File: src/rtl/can_rx.sv
// Serial CAN-style frame receiver: samples one bit per bit_en strobe, checks
// form and CRC, and holds accepted ID/CTRL/DATA for a valid/ack consumer.
module can_rx #(
   parameter int          ID_W      = 12,
   parameter int          CTRL_W    = 7,
   parameter int          DATA_W    = 64,
   parameter int          CRC_W     = 15,
   parameter logic [14:0] CRC_FIXED = 15'h2001,
   parameter int          EOF_W     = 5
) (
   input  logic              clock,
   input  logic              reset,
   input  logic              can_in,
   input  logic              bit_en,
   input  logic              rx_ack,
   output logic [ID_W-1:0]   rx_id,
   output logic [CTRL_W-1:0] rx_ctrl,
   output logic [DATA_W-1:0] rx_data,
   output logic              rx_valid,
   output logic              err_pulse,
   output logic [2:0]        err_flags,
   output logic              busy
);

   localparam int FRAME_W  = 1 + ID_W + CTRL_W + DATA_W + CRC_W + 1 + 2 + EOF_W;
   localparam int R_W      = FRAME_W - 1;
   localparam int CTRL_LO  = ID_W;
   localparam int DATA_LO  = CTRL_LO + CTRL_W;
   localparam int CRC_LO   = DATA_LO + DATA_W;
   localparam int DELIM    = CRC_LO + CRC_W;
   localparam int EOF_LO   = DELIM + 1 + 2;
   localparam logic [6:0] LAST_CNT = 7'(FRAME_W - 1);

   typedef enum logic [1:0] {IDLE, RECV, CHECK} state_t;

   state_t         state;
   logic [6:0]     bit_cnt;
   logic [R_W-1:0] r;

   logic crc_err;
   logic form_err;
   logic ovr_err;

   assign crc_err  = (r[CRC_LO +: CRC_W] != CRC_W'(CRC_FIXED));
   assign form_err = (r[DELIM] != 1'b1) || (r[EOF_LO +: EOF_W] != {EOF_W{1'b1}});
   // An ack in the CHECK cycle empties the buffer in time for the new frame.
   assign ovr_err  = rx_valid && !rx_ack;

   always_ff @(posedge clock or posedge reset) begin
      if (reset) begin
         state     <= IDLE;
         bit_cnt   <= '0;
         r         <= '0;
         rx_id     <= '0;
         rx_ctrl   <= '0;
         rx_data   <= '0;
         rx_valid  <= 1'b0;
         err_pulse <= 1'b0;
         err_flags <= '0;
         busy      <= 1'b0;
      end else begin
         err_pulse <= 1'b0;
         if (rx_valid && rx_ack)
            rx_valid <= 1'b0;

         case (state)
            IDLE: begin
               if (bit_en && !can_in) begin
                  state   <= RECV;
                  bit_cnt <= 7'd1;
                  busy    <= 1'b1;
               end
            end
            RECV: begin
               if (bit_en) begin
                  r[bit_cnt - 7'd1] <= can_in;
                  bit_cnt           <= bit_cnt + 7'd1;
                  if (bit_cnt == LAST_CNT)
                     state <= CHECK;
               end
            end
            CHECK: begin
               state     <= IDLE;
               bit_cnt   <= '0;
               busy      <= 1'b0;
               err_flags <= {ovr_err, form_err, crc_err};
               if (ovr_err || form_err || crc_err) begin
                  err_pulse <= 1'b1;
               end else begin
                  rx_id    <= r[0 +: ID_W];
                  rx_ctrl  <= r[CTRL_LO +: CTRL_W];
                  rx_data  <= r[DATA_LO +: DATA_W];
                  rx_valid <= 1'b1;
               end
            end
            default: begin
               state <= IDLE;
               busy  <= 1'b0;
            end
         endcase
      end
   end

endmodule

File: config.mk
export PLATFORM = sky130hd
export DESIGN_NAME = can_rx
export DESIGN_NICKNAME = d
export VERILOG_FILES = /design/src/rtl/can_rx.sv
export SDC_FILE = /design/constraint.sdc
export NUM_CORES = 1
export LEC_CHECK = 0
export ABC_AREA = 1
export CAP_MARGIN = 20
export CORE_MARGIN = 3
export CORE_UTILIZATION = 41
export DETAILED_ROUTE_END_ITERATION = 10
export GPL_TIMING_DRIVEN = 0
export PLACE_DENSITY = 0.63
export SYNTH_ARGS = -nofsm -noshare
export SYNTH_HDL_FRONTEND = slang
export SYNTH_SLANG_ARGS = --single-unit
export TNS_END_PERCENT = 10
File: constraint.sdc
create_clock -name clock -period 17.75 [get_ports clock]
set_input_delay 4.4375 -clock clock [delete_from_list [all_inputs] [get_ports clock]]
set_output_delay 4.4375 -clock clock [all_outputs]
set_load 0.01 [all_outputs]
; ---- Word-level counts from Yosys, hierarchy flattened
; Index checks and enable logic that the tools add are counted.
[classes]
n_reduce_logical = 16
order_cmp = 2
n_bitwise = 3
n_eq_ne = 8
n_mux = 17
add_sub_neg = 2
[op_table]
columns = operator, n
row1 = $bwmux W106, 1
row2 = $pmux W7 S3, 1
row3 = $ne A15 B14 Y1 const B, 1
row4 = $mux W7, 2
row5 = $lt A7 B8 Y1 const B, 1
row6 = $add A7 B1 Y7 const B, 1
row7 = $demux W1 S7, 1
row8 = $eq A7 B7 Y1 const B, 1
row9 = $ge A7 B1 Y1 const B, 1
row10 = $mux W1, 7
row11 = $sub A7 B1 Y7 const B, 1
row12 = $mux W2, 3
row13 = $ne A2 B2 Y1 const B, 3
row14 = $reduce_and A2 Y1, 3
row15 = $reduce_and A3 Y1, 2
row16 = $ne A5 B5 Y1 const B, 1
row17 = $logic_and A1 B1 Y1, 4
row18 = $pmux W2 S2, 1
row19 = $logic_or A1 B1 Y1, 3
row20 = $not A1 Y1, 3
row21 = $reduce_bool A3 Y1, 1
row22 = $eq A2 B1 Y1 const B, 1
row23 = $eq A2 B2 Y1 const B, 1
row24 = $logic_not A1 Y1, 2
row25 = other kinds (2), 2
[totals]
register_bits = 204

; ---- Longest topological paths before layout
[logic_depth]
ltp_word = 6
mapped_depth = 13

; ---- Least setup slack after synthesis
; OpenSTA, ideal clock, no wires.
[synth_timing]
path_type = input to register
start = in bit_en
end = reg r[105]
stages = 8
required_ns = 17.637
t_arrival_ns = 5.349
slack_ns = 12.287
setup_time_ns = 0.113
n_path_buf = 1
path_cell_list = nand2_1 > inv_2 > nand2_1 > nor2_2 > buf_6 > nand4_1 > nand2_1 > inv_1
[synth_between]
elab_chain_len = 1
[synth_rtl]
columns = element, line
row1 = from (decl), 14  ; input logic bit_en,
row2 = $reduce_and A2 Y1 (no source line), -
row3 = "to (signal, indexed assignment)", 76  ; r[bit_cnt - 7'd1] <= can_in;
row4 = to (decl), 38  ; logic [R_W-1:0] r;
; No other way between the ends.
; A chain may end at the register's enable or synchronous reset.

; ---- Final worst setup path
[layout_timing]
start = in bit_en
end = reg r[13]
; Same word-level chain as after synthesis.

==> out/results.tsv <==
stage	metric	value	unit
worst_setup_path	Max FO, Critical Path	10	
yosys	FF+latch count, synth	202	
drt	routed len/inst	17.6	um
finish	Area Overhead vs Synth	21.2	%
finish	post-layout util	51.3	%
clock_tree	CTS tree	done	
yosys	mean cell area of the mapped netlist	8.06	um2
drt	DRT iter0 DRCs	903	
clock_tree	CTS buffer count	23	
yosys	Cell variety after synth	20	
place	count of input and output buffers	93	
place	DP HPWL	21100	um
worst_setup_path	Reg2Reg Depth	7	
yosys	Synth Instances	1256	
power	IR drop worst, VDD	0.000103	V
finish	diodes inserted	0	
sta	Tmin final	6100	ps
clock_tree	CTS Buffer Depth	3	
global_routing	Global Route Usage Sum	22.6	%
sta	Slew Limit Fails	0	
global_routing	total gr overflow	0	
sta	fin crit share	34.4	%
sta	Fmax	164	MHz
sta	slew at the pin with the worst max-slew slack	889	ps
finish	share of layout cells above drive strength 1	10.8	%
yosys	count leader, synth	nand2_1	
global_routing	vias in the first global route	8702	
power	pwr dens	152	nW/um2
clock_tree	CTS clk-pin slew, worst paths	60	ps
die	Die W	163	um
place	pre-CTS setup slack	11190	ps
global_routing	first-pass GRT wire length	47600	um
drt	routed wire length	30000	um
sta	slew margin rel.	40.7	%
sta	final hold vios	0	
power	Leak	0.00625	uW
yosys	post-synth top area cell	dfrtp_1	
drt	total number of vias	9076	
yosys	post-synth net total	1268	
place	gpl congestion	0.928	
die	Die ar.	26600	um2
clock_tree	H-Tree Depth	1	
finish	Final Net Count	1387	
status	status	complete, no violations	
worst_setup_path	Critical Path RT	18180	ps
die	IO Pins	94	
global_routing	largest net degree at the start of global routing	124	
yosys	Synth top cells by count	nand2_1 (416), nand4_1 (251), dfrtp_1 (202)	
clock_tree	post-cts gate resize count	0	
worst_setup_path	Arr. time, crit path	6530	ps
die	Cell Rows	56	
worst_setup_path	Worst setup SP type	input pin	
clock_tree	Post CTS Setup Buffer Count	0	
clock_tree	latest clock arrival within the worst-skew pair	530	ps
hold_path	Hold Path Class	register to register	
job	number of max-cap violations	0	
clock_tree	Hold Buf Count CTS	0	
clock_tree	clock net sink count	202	
sta	clk_skew	14.6	ps
global_routing	initial antenna violation count	0	
worst_setup_path	CP Capture Type	register	
drt	Post-DRT Antenna Nets	0	
sta	RSZ-0062 raised after global routing	false	
die	initial core utilization	42.4	%
yosys	Synth Flop Type	dfrtp_1	
yosys	Synth area leaders	dfrtp_1 (50%), nand4_1 (16%), nand2_1 (15%)	
yosys	Netlist Area Pre-Place	10100	um2
hold_path	hold path depth	2	
sta	worst setup margin	11650	ps
sta	final setup vio count	0	
yosys	Yosys warnings	0	
drt	Via-to-Cell Ratio	5.32	
clock_tree	clock root buffer	clkbuf_16	
yosys	number of flops mapped to enable cells by yosys	0	
drt	TritonRoute pass-1 iters	5	
yosys	top cell type's share of synthesized area	50.0	%
die	core area	23900	um2
worst_setup_path	kind of critical path	input pin to register	
power	Total Power	1870	uW
yosys	share of flip-flops with an asynchronous set or reset	100	%
yosys	register area share after synthesis	50.0	%
sta	total negative slack	0	ps
die	Die Ht	163	um
drt	DRC violations left	0	
-- worst max-delay path: stages --
cell             delay [ps]
clkdlybuf4s50_1         500
nand2_1                  80
inv_2                    80
nand2_1                 130
nor2_2                  560
buf_2                   440
nand4_1                 150
nand2_1                 100
inv_1                    40
-- power by group --
group | internal, uW | switching (uW)
clock | 303 | 192
combinational | 204 | 563
sequential | 548 | 58.8
-- through the flow --
step,std cells,hold WS (ps),area [um2]
3_5_place_dp,1669,458,11500
4_1_cts,1707,472,12300
5_1_grt,1707,480,12300
2_1_floorplan,1256,442,10100
3_3_place_gp,1668,453,11400
6_report,1707,466,12300
-- logic make-up (layout without fill, tap and decap cells) --
logic type	after synthesis	after routing	share of synthesized area, %
flip-flops	202	202	50.0
adder cells (fa/ha/maj)	7	7	0.865
buffers and inverters	254	386	11.4
AO/OA/AOI/OAI	21	21	1.04
AND/OR/NAND/NOR	772	772	36.7
-- state kept, by name (all words and copies together), names as in the netlist --
signal,count
busy,1
rx_data,64
state,2
err_flags,3
r,104
rx_id,12
bit_cnt,7
rx_valid,1
rx_ctrl,7
err_pulse,1
-- worst paths after layout --
path / start / endpoint / slack, ps
min in group asynchronous: reset / err_flags[2] / 4380
worst max register to register: state[0] / rx_data[12] / 15030
worst min register to register: rx_id[4] / rx_id[4] / 470
worst min-delay path: rx_id[4] / rx_id[4] / 470
max in group asynchronous: reset / rx_data[28] / 12360
worst max-delay path: bit_en / r[13] / 11650
-- layout by cell type (no fill, tap or decap), drive strengths merged --
master	n
o21ai	14
bufinv	3
buf	86
clkbuf	61
nand2	423
nor2	33
nand3	62
ha	7
dfrtp	202
clkinv	1
a21oi	7
nor3b	1
inv	142
nand4	251
clkdlybuf4s50	93
nor3	2
-- per-layer routing --
layer | part of all wire (%) | routed length [um] | GRT usage (%)
met2 | 46 | 13800 | 36.1
met4 | 3.4 | 1010 | 7.57
met1 | 44 | 13100 | 31.5
met3 | 6.9 | 2070 | 3.60
met5 | 0 | 0 | 0
-- area by class of cell --
| cell class | count | area, um2 |
|---|---|---|
| Buffer | 113 | 626 |
| Sequential cell | 202 | 5050 |
| Fill cell | 2302 | 11600 |
| Tap cell | 319 | 399 |
| Multi-Input combinational cell | 800 | 3910 |
| Clock buffer | 33 | 663 |
| Clock inverter | 5 | 115 |
| Timing Repair Buffer | 94 | 958 |
| Inverter | 141 | 537 |
No activity file was read; power rests on OpenSTA's default activity.
